--- config.mk ---
export PLATFORM = sky130hd
export DESIGN_NAME = shift_seq_ctrl
export DESIGN_NICKNAME = d
export VERILOG_FILES = /design/src/rtl/shift_seq_ctrl.sv
export SDC_FILE = /design/constraint.sdc
export NUM_CORES = 1
export LEC_CHECK = 0
export CORE_MARGIN = 10
export CORE_UTILIZATION = 44
export DETAILED_ROUTE_END_ITERATION = 10
export PLACE_DENSITY_LB_ADDON = 0.1
export SLEW_MARGIN = 20
export SYNTH_ARGS = -nofsm -noshare
export SYNTH_HDL_FRONTEND = slang
export SYNTH_SLANG_ARGS = --single-unit
--- constraint.sdc ---
create_clock -name clk -period 1.8 [get_ports clk]
set_clock_uncertainty 0.2 [all_clocks]
set_input_delay 0.54 -clock clk [delete_from_list [all_inputs] [get_ports clk]]
set_output_delay 0.54 -clock clk [all_outputs]
set_load 0.01 [all_outputs]
--- src/rtl/shift_seq_ctrl.sv ---
// shift_seq_ctrl: sequences LOAD then SHIFT cycles on a shift register.
// Accepts one request at a time; abort and async reset return to IDLE.
module shift_seq_ctrl #(
  parameter int WIDTH = 4,
  parameter int CW    = $clog2(WIDTH + 1)
) (
  input  logic             clk,
  input  logic             rst,
  input  logic             req_valid_i,
  output logic             req_ready_o,
  input  logic             req_load_i,
  input  logic             req_dir_i,
  input  logic [CW-1:0]    req_count_i,
  input  logic [WIDTH-1:0] req_word_i,
  input  logic             abort_i,
  output logic [1:0]       funct_o,
  output logic [WIDTH-1:0] word_o,
  output logic             busy_o,
  output logic             done_o
);

  typedef enum logic [1:0] {
    S_IDLE,
    S_LOAD,
    S_SHIFT,
    S_DONE
  } state_t;

  localparam logic [1:0] F_NA    = 2'b00;
  localparam logic [1:0] F_LOAD  = 2'b01;
  localparam logic [1:0] F_LEFT  = 2'b10;
  localparam logic [1:0] F_RIGHT = 2'b11;

  localparam logic [CW-1:0] CNT_MAX = CW'(WIDTH);

  state_t           state_q, state_d;
  logic             load_q, load_d;
  logic             dir_q, dir_d;
  logic [WIDTH-1:0] word_q, word_d;
  logic [CW-1:0]    cnt_q, cnt_d;

  logic             idle;
  logic             accept;
  logic [CW-1:0]    cnt_sat;

  assign idle    = (state_q == S_IDLE);
  assign accept  = req_valid_i & idle & ~abort_i;
  assign cnt_sat = (req_count_i > CNT_MAX) ? CNT_MAX : req_count_i;

  // State and captured-request registers
  always_ff @(posedge clk or posedge rst) begin
    if (rst) begin
      state_q <= S_IDLE;
      load_q  <= 1'b0;
      dir_q   <= 1'b0;
      word_q  <= '0;
      cnt_q   <= '0;
    end else begin
      state_q <= state_d;
      load_q  <= load_d;
      dir_q   <= dir_d;
      word_q  <= word_d;
      cnt_q   <= cnt_d;
    end
  end

  // Next-state: capture on accept, count down in SHIFT, abort wins
  always_comb begin
    state_d = state_q;
    load_d  = load_q;
    dir_d   = dir_q;
    word_d  = word_q;
    cnt_d   = cnt_q;
    unique case (state_q)
      S_IDLE: begin
        if (accept) begin
          load_d = req_load_i;
          dir_d  = req_dir_i;
          cnt_d  = cnt_sat;
          if (req_load_i) begin
            word_d = req_word_i;
          end
          if (req_load_i) begin
            state_d = S_LOAD;
          end else if (cnt_sat != '0) begin
            state_d = S_SHIFT;
          end else begin
            state_d = S_DONE;
          end
        end
      end
      S_LOAD: begin
        state_d = (cnt_q != '0) ? S_SHIFT : S_DONE;
      end
      S_SHIFT: begin
        cnt_d = cnt_q - CW'(1);
        if (cnt_q <= CW'(1)) begin
          state_d = S_DONE;
        end
      end
      S_DONE: begin
        state_d = S_IDLE;
      end
      default: begin
        state_d = S_IDLE;
      end
    endcase
    if (abort_i && !idle) begin
      state_d = S_IDLE;
      cnt_d   = '0;
    end
  end

  // Moore outputs, with abort masking function and done in the same cycle
  always_comb begin
    funct_o     = F_NA;
    done_o      = 1'b0;
    req_ready_o = idle;
    busy_o      = ~idle;
    word_o      = word_q;
    unique case (state_q)
      S_LOAD:  funct_o = F_LOAD;
      S_SHIFT: funct_o = dir_q ? F_RIGHT : F_LEFT;
      S_DONE:  done_o  = 1'b1;
      default: funct_o = F_NA;
    endcase
    if (abort_i) begin
      funct_o = F_NA;
      done_o  = 1'b0;
    end
  end

endmodule

==> results of run 1 <==
[metrics by stage]
stage | TNS (ns) | power [mW] | cells | setup WS [ns] | util (%)
2_1_floorplan | 0 | 0.905 | 65 | 0.0722 | -
3_3_place_gp | -5.72 | 1.36 | 115 | -0.738 | 73.2
3_5_place_dp | -6.02 | 1.40 | 115 | -0.752 | 73.2
4_1_cts | -0.727 | 1.67 | 120 | -0.232 | 78.3
5_1_grt | -1.16 | 1.96 | 123 | -0.280 | 82.0
6_report | -0.710 | 1.82 | 123 | -0.223 | 82.0
[routing by layer]
metal	up-vias	share of wire (%)	track usage, %	wire, um
li1	313	-	-	-
met1	292	39	11.5	743
met2	24	48	19.1	895
met3	10	8.9	5.36	167
met4	0	4.0	8.20	76
met5	-	0	0	0
[cell families after synthesis]
family / Yosys count / synth area share [%]
buf+inv: 9 / 5.07
mux: 8 / 13.2
flops: 10 / 37.6
compound gates: 16 / 16.5
simple gates: 15 / 14.5
fa+ha+maj: 7 / 13.2
[how the worst max path moves through the flow]
stage	from	end	slack (ns)	cells after the start
2_1_floorplan	state_q[0]	state_q[0]	0.07	6
3_3_place_gp	abort_i	funct_o[0]	-0.74	4
3_5_place_dp	abort_i	funct_o[0]	-0.75	4
4_1_cts	state_q[1]	funct_o[0]	-0.23	5
5_1_grt	state_q[0]	funct_o[0]	-0.28	5
6_report	state_q[1]	funct_o[0]	-0.22	5
[cells in the mapped netlist (all sizes together), types with 2 or more instances]
cell type | instances | area [um2]
a21oi | 3 | 15.0
a31oi | 2 | 12.5
dfrtp | 10 | 250
ha | 7 | 87.6
inv | 9 | 33.8
mux2 | 6 | 67.6
mux2i | 2 | 20.0
nand2 | 2 | 7.51
nor2 | 3 | 11.3
nor2b | 2 | 27.5
nor3 | 2 | 10.0
o21ai | 5 | 32.5
o31ai | 2 | 15.0
[critical path, cell delays in order (launching register included)]
cell and delay [ns]:
dfrtp_1 0.40, inv_2 0.08, ha_4 0.28, nand2b_4 0.06
nor2_1 0.07, buf_2 0.13
[state kept, by name, indices dropped and copies added (netlist names)]
signal and flops:
word_o 4, cnt_q 3, dir_q 1, state_q 2
[power breakdown]
group	internal [mW]	total, mW	leakage [nW]	switching (mW)
clock	0.123	0.195	0.0210	0.0727
sequential	0.331	0.401	0.124	0.0697
combinational	0.673	1.22	0.392	0.552
total	1.13	1.82	0.536	0.694
[what timing repair did]
item	CTS	global route
pin swaps	3	2
buffers inserted	1	3
endpoints found under the setup margin	19	10
gates cloned	0	0
resized for setup	39	6
[final cells by class]
| cell class | instances | share of cell area [%] |
|---|---|---|
| clock buffer | 4 | 3.24 |
| inverter | 9 | 3.02 |
| multi-input combinational | 46 | 39.9 |
| sequential | 10 | 22.3 |
| tap | 15 | 1.68 |
| timing repair buffer | 39 | 29.8 |
==> results.md, run 1 <==
- Run status: finished, violations left
- Failing checks: negative setup slack
- Hold Startpoint: cnt_q[2]
- Commonest non-fill, non-tap cell in the layout: buf_4
- Max-Cap Viols: 0
- Crit Path Category: register to output pin
- CP endpoint kind: output pin
- H-tree depth: 1
- Final Max Tran Viols: 0
- Post-route ant nets: 0
- R2R Setup Slk: 0.03 ns
- Ports: 22
- Initial Util: 48.7%
- Final wirelength: 1880 um
- Final hold slack: 0.296 ns
- Worst skew pair latency: 0.26 ns
- DR WL/cell: 15.3 um
- Startpoint class of the critical path: register
- Gr ovfl total: 0
- FF+latch count, synth: 10
- Hold buffer count at cts: 0
- P&R area growth vs syn: 68.2%
- CTS sink cnt: 10
- Clk buf depth: 2
- CORE AREA: 1370 um2
- Ys async rst share: 100%
- Tmin final: 2.02 ns
- All-Layer GR Usage: 11.7%
- Measured slew at the worst slew-check pin: 0.377 ns
- Row cnt: 13
- Synth Flop Type: dfrtp_1
- First-pass GRT wire length: 3170 um
- Hold Path Class: register to register
- Worst vdd ir: 1090 uV
- Die W: 58.9 um
- DIE AREA: 3470 um2
- Antenna violations before repair: 0
- Via density: 5.20
- Max_slew headroom: 74.5%
- Hold endpoint: cnt_q[2]
- Placer Congestion: 0.826
- Sequential area share after synthesis: 37.6%
- First-pass detailed-route iteration total: 2
- Multi-input logic area: 447 um2
- Largest net degree at the start of global routing: 11
- Worst reg-to-reg path cell count: 7
- Seq. cell area: 250 um2
- Cts bufs inserted: 3
- Nets: 129
- Hold depth: 2
- Worst setup margin: -0.223 ns
- Fillers: 79
- Commonest cells after routing, fill and taps aside: buf_4 (16), clkdlybuf4s50_1 (11), dfrtp_1 (10)
- RSZ-0062 raised after global routing: true
- Final setup vio count: 5
- DRC violation count after routing: 0
- Critical Path RT: 1.06 ns
- Vias in the first global route: 708
- Share of cells above drive strength 1: 48.1%
- Post-synth EDFFs: 0
- Clock transition at the registers of the reported paths: 0.06 ns
- Post-DP Area: 1000 um2
- Post-synthesis net count: 85
- Port bufs: 21
- FF-to-FF End: cnt_q[1]
- Post-detail-place hpwl: 1480 um
- YS warnings: 0
- Library cells used by synthesis: 25
- Leak: 0.536 nW
- Die H: 58.9 um
- Power Dens Cells: 1630 nW/um2
- Period utilization: 112%
- Mean post-synth cell area: 10.2 um2
- CP arrival: 1.28 ns
- CTS tree: built
- Cell Area, Synth: 666 um2
- # diodes: 0
- Final Hold Viols: 0
- DRT iter0 DRCs: 10
- CP max FO: 3
- Reg-to-Reg Start: state_q[1]
- Clock tree root buffer cell: clkbuf_4
- Final Cell Area: 1120 um2
- Max Clock Freq: 0.494 GHz
- Cells after synthesis: 65
- Vias: 639
(Power assumes the default switching activity.)
==> inputs of run 2 (changes only) <==
--- a/constraint.sdc
+++ b/constraint.sdc
@@ -4,2 +4,2 @@
 set_output_delay 0.54 -clock clk [all_outputs]
-set_load 0.01 [all_outputs]
+set_load 0.005 [all_outputs]
==> run 2 against run 1 <==
  * The flow still finishes with violations (negative setup slack)
  * Sequential power grew 4%
  * Die area is the same
  * Critical endpoint is now done_o
  * Register-to-register slack is essentially flat
  * Critical path depth shrank 1
  * Critical path type unchanged
  * Fmax is essentially flat
  * Flip-flop and latch count is the same
==> results.md, run 2 (same netlist as run 1, synthesis figures left out) <==
- Share of cells above drive strength 1: 50.5%
- Post-detail-place hpwl: 1500 um
- Measured slew at the worst slew-check pin: 0.390 ns
- # diodes: 0
- Antenna violations before repair: 0
- CTS sink cnt: 10
- CP endpoint kind: output pin
- Max_slew headroom: 73.6%
- RSZ-0062 raised after global routing: true
- Clock transition at the registers of the reported paths: 0.07 ns
- Critical Path RT: 1.06 ns
- Internal: 1.09 mW
- Critical path buffers and inverters: 2
- Startpoint class of the critical path: register
- CP max FO: 3
- Die W: 58.9 um
- Final Max Tran Viols: 0
- Power Dens Cells: 1590 nW/um2
- NetSw: 0.690 mW
- Final hold slack: 0.305 ns
- Clk buf depth: 2
- Hold Path Class: register to register
- Worst vdd ir: 1020 uV
- Combinational Power Share: 65.6%
- CORE AREA: 1370 um2
- First-pass GRT wire length: 3260 um
- Clock share of power: 11.1%
- CP peak stage delay: 0.45 ns
- Via density: 5.33
- First-pass detailed-route iteration total: 4
- Tmin final: 2.02 ns
- WP depth: 4
- DRC violation count after routing: 0
- Post-route ant nets: 0
- Nets: 128
- H-tree depth: 1
- Max Clock Freq: 0.494 GHz
- Failing checks: negative setup slack
- Fillers: 86
- Largest net degree at the start of global routing: 11
- Max-Cap Viols: 0
- Slowest cell on the critical path: dfrtp_2
- Inst Count DP: 115
- Hold buffer count at cts: 0
- Worst skew pair latency: 0.26 ns
- Power Total: 1.78 mW
- Clock tree root buffer cell: clkbuf_4
- Cts bufs inserted: 3
- Post-layout util: 82.1%
- Commonest non-fill, non-tap cell in the layout: buf_4
- Port bufs: 21
- Final wirelength: 2040 um
- Ports: 22
- Final setup vio count: 4
- Leak: 0.531 nW
- Crit-path leading delay family: flip-flops
- Initial Util: 48.7%
- DIE AREA: 3470 um2
- P&R area growth vs syn: 68.6%
- Crit path cell chain: buf_4 > ha_2 > and2b_1 > buf_2
- CTS tree: built
- Period utilization: 112%
- Vias in the first global route: 718
- Sequential power share: 23.3%
- Run status: finished, violations left
- Hold depth: 1
- Gr ovfl total: 0
- Commonest cells after routing, fill and taps aside: buf_4 (15), clkdlybuf4s50_1 (11), dfrtp_1 (9)
- Row cnt: 13
- Worst reg-to-reg path cell count: 7
- Final Hold Viols: 0
- Net switching fraction of the power: 38.7%
- Final Non-Filler Cells: 122
- Vias: 650
- Crit Path Category: register to output pin
- CP arrival: 1.28 ns
- DR WL/cell: 16.7 um
- Worst setup margin: -0.223 ns
- Die H: 58.9 um
- All-Layer GR Usage: 12.0%
- Placer Congestion: 0.826
- DRT iter0 DRCs: 10
- Number of flip-flops under the largest register name: 4
-- run 2: worst paths after layout --
path                       startpoint         end  slack, ns
max                        state_q[1]      done_o      -0.22
min                         word_o[0]   word_o[0]       0.30
min in group asynchronous         rst    cnt_q[1]       0.34
max in group asynchronous         rst  state_q[1]       0.78
min reg2reg                 word_o[0]   word_o[0]       0.30
max reg2reg                state_q[1]    cnt_q[0]       0.03
-- run 2: final cells by class --
cell class | count | area (um2) | share of cell area (%)
clock buffers | 4 | 36.3 | 3.23
flip-flops and latches | 10 | 251 | 22.4
inverters | 9 | 36.3 | 3.23
repair buffers | 38 | 320 | 28.5
multi-input cells | 46 | 459 | 40.9
well taps | 15 | 18.8 | 1.67
-- run 2: per-stage QoR --
step	setup WS (ns)	cell area, um2	setup TNS [ns]
after global routing	-0.270	1120	-0.839
after floorplan	0.0971	666	0
after global placement	-0.704	1000	-5.54
after CTS	-0.255	1070	-1.11
final	-0.223	1120	-0.564
after detailed placement	-0.715	1000	-5.81
-- run 2: what timing repair did --
item	in CTS	in global routing
pin swaps	1	4
endpoints found under the setup margin	19	10
setup buffers	2	2
resized for setup	29	20
-- run 2: power groups by stage --
| stage | logic (mW) | clock network (mW) | registers, mW |
|---|---|---|---|
| final | 1.17 | 0.198 | 0.416 |
| after global routing | 1.28 | 0.212 | 0.428 |
| after CTS | 1.00 | 0.202 | 0.398 |
| after detailed placement | 0.967 | 0 | 0.397 |
| after global placement | 0.941 | 0 | 0.388 |
| after floorplan | 0.478 | 0 | 0.392 |
-- run 2: per-layer routing --
metal	wire length (um)	global-route usage, %	vias up
li1	-	-	312
met1	807	11.2	309
met2	1010	21.3	25
met3	192	5.36	4
met4	29	6.23	0
met5	0	0	-
==> inputs of run 3 (changes only) <==
Settings changed: TNS_END_PERCENT from default to 5.
==> run 3 against run 2 <==
  * The flow still finishes with violations (negative setup slack)
  * Flip-flop and latch count unchanged
  * Clock power is essentially flat
  * Non-clock buffer count is 1 lower
  * Combinational power fell by 11%
  * Utilization fell by 3.3 points
  * Clock-buffer cell count is the same
  * Global-route usage shrank 0.17 points
  * Die area stayed put
  * Via count fell by 4.3%
  * Routed wire length decreased by 8.4%
  * Hold slack improved by 0.00054 ns
  * Highest routed layer unchanged
==> results.md, run 3 (same netlist as run 1, synthesis figures left out) <==
- CP endpoint kind: output pin
- Die W: 58.9 um
- P&R area growth vs syn: 61.8%
- Clock transition at the registers of the reported paths: 0.07 ns
- Vias in the first global route: 718
- Post-DP Area: 1000 um2
- R2R Setup Slk: -0.10 ns
- Row cnt: 13
- Final setup vio count: 7
- Failing checks: negative setup slack
- Crit path cell chain: buf_4 > ha_2 > and2b_1 > buf_2
- Max-Cap Viols: 0
- Commonest non-fill, non-tap cell in the layout: buf_4
- Final wirelength: 1870 um
- H-tree depth: 1
- Final Max Tran Viols: 0
- Port bufs: 21
- Startpoint class of the critical path: register
- Post-route ant nets: 0
- Worst reg-to-reg path cell count: 7
- Placer Congestion: 0.826
- Ports: 22
- DIE AREA: 3470 um2
- DR WL/cell: 15.5 um
- Hold depth: 1
- Hold endpoint: word_o[1]
- Die H: 58.9 um
- CP peak stage delay: 0.45 ns
- Hold Startpoint: word_o[1]
- Hold Path Class: register to register
- Worst skew pair latency: 0.26 ns
- Clock tree root buffer cell: clkbuf_4
- Clk buf depth: 2
- Via density: 5.14
- Fillers: 90
- Power Total: 1.64 mW
- First-pass GRT wire length: 3220 um
- # diodes: 0
- FF-to-FF End: cnt_q[0]
- Nets: 127
- Run status: finished, violations left
- Max_slew headroom: 75.9%
- CTS tree: built
- Worst vdd ir: 1010 uV
- Final Hold Viols: 0
- Commonest cells after routing, fill and taps aside: buf_4 (14), clkdlybuf4s50_1 (11), dfrtp_1 (9)
- Critical Path RT: 1.06 ns
- Share of cells above drive strength 1: 44.3%
- DRT iter0 DRCs: 0
- Hold buffer count at cts: 0
- Antenna violations before repair: 0
- Initial Util: 48.7%
- Leak: 0.513 nW
- DRC violation count after routing: 0
- Gr ovfl total: 0
- CTS sink cnt: 10
- Largest net degree at the start of global routing: 11
- CORE AREA: 1370 um2
- Seq. cell area: 251 um2
- Worst setup margin: -0.213 ns
- CP max FO: 3
- CP arrival: 1.27 ns
- Period utilization: 112%
- RSZ-0062 raised after global routing: true
- Reg-to-Reg Start: state_q[1]
- Number of flip-flops under the largest register name: 4
- Measured slew at the worst slew-check pin: 0.362 ns
- Final hold slack: 0.305 ns
- Crit Path Category: register to output pin
- Final Cell Area: 1080 um2
- Tmin final: 2.01 ns
- Vias: 622
- First-pass detailed-route iteration total: 1
- All-Layer GR Usage: 11.8%
- Power Dens Cells: 1520 nW/um2
- Post-detail-place hpwl: 1500 um
- Max Clock Freq: 0.497 GHz
- Cts bufs inserted: 3
- Multi-input logic area: 428 um2
- Slowest cell on the critical path: dfrtp_2
==> run 3: cell count changes in the layout (fill, tap and decap cells not counted), sizes merged <==
cell    change
buf         -2
clkbuf      +1
==> run 3: per-stage QoR <==
stage | setup slack (ns) | std cells | utilization, % | TNS, ns
after global placement | -0.704 | 115 | 73.2 | -5.54
after floorplan | 0.0971 | 65 | - | 0
after detailed placement | -0.715 | 115 | 73.2 | -5.81
final | -0.213 | 121 | 78.8 | -0.697
after CTS | -0.255 | 121 | 76.7 | -1.15
after global routing | -0.267 | 121 | 78.8 | -1.37
==> run 3: area by class of cell <==
cell class / instances / area share (%)
repair buffers: 37 / 28.5
flip-flops and latches: 10 / 23.3
multi-input cells: 46 / 39.7
well taps: 15 / 1.74
inverters: 9 / 3.37
clock buffers: 4 / 3.37
==> run 3: critical path, delay by kind of cell (launching register included) <==
kind	cells	cell delay, ns
adders and majority gates	1	0.15
buffers and inverters	2	0.27
DFF	1	0.45
and+or+nand+nor	1	0.14
==> run 3: how the worst max path moves through the flow <==
| stage | from | endpoint | slack (ns) | depth (start not counted) |
|---|---|---|---|---|
| floorplan | state_q[0] | cnt_q[0] | 0.1 | 6 |
| global placement | abort_i | funct_o[0] | -0.70 | 4 |
| detailed placement | abort_i | funct_o[0] | -0.71 | 4 |
| CTS | state_q[1] | funct_o[0] | -0.25 | 5 |
| global route | state_q[1] | done_o | -0.27 | 4 |
| finish | state_q[1] | done_o | -0.21 | 4 |
==> run 3: where the power goes <==
part	internal [mW]	switching [mW]	total, mW
Clock	0.123	0.0746	0.197
Sequential	0.334	0.0749	0.408
Combinational	0.562	0.474	1.04
Total	1.02	0.623	1.64
==> run 3: repair_timing <==
item | CTS | global route
setup buffers | 2 | 0
pin swaps | 1 | 0
setup endpoints to repair | 19 | 14
resized for setup | 25 | 13
==> run 3: metal layers <==
metal  vias up  routed length [um]  track usage [%]
met4         0                  25             6.23
met3         4                 181             5.36
li1        313                   -                -
met5         -                   0                0
met1       285                 751             11.2
met2        20                 911             20.7
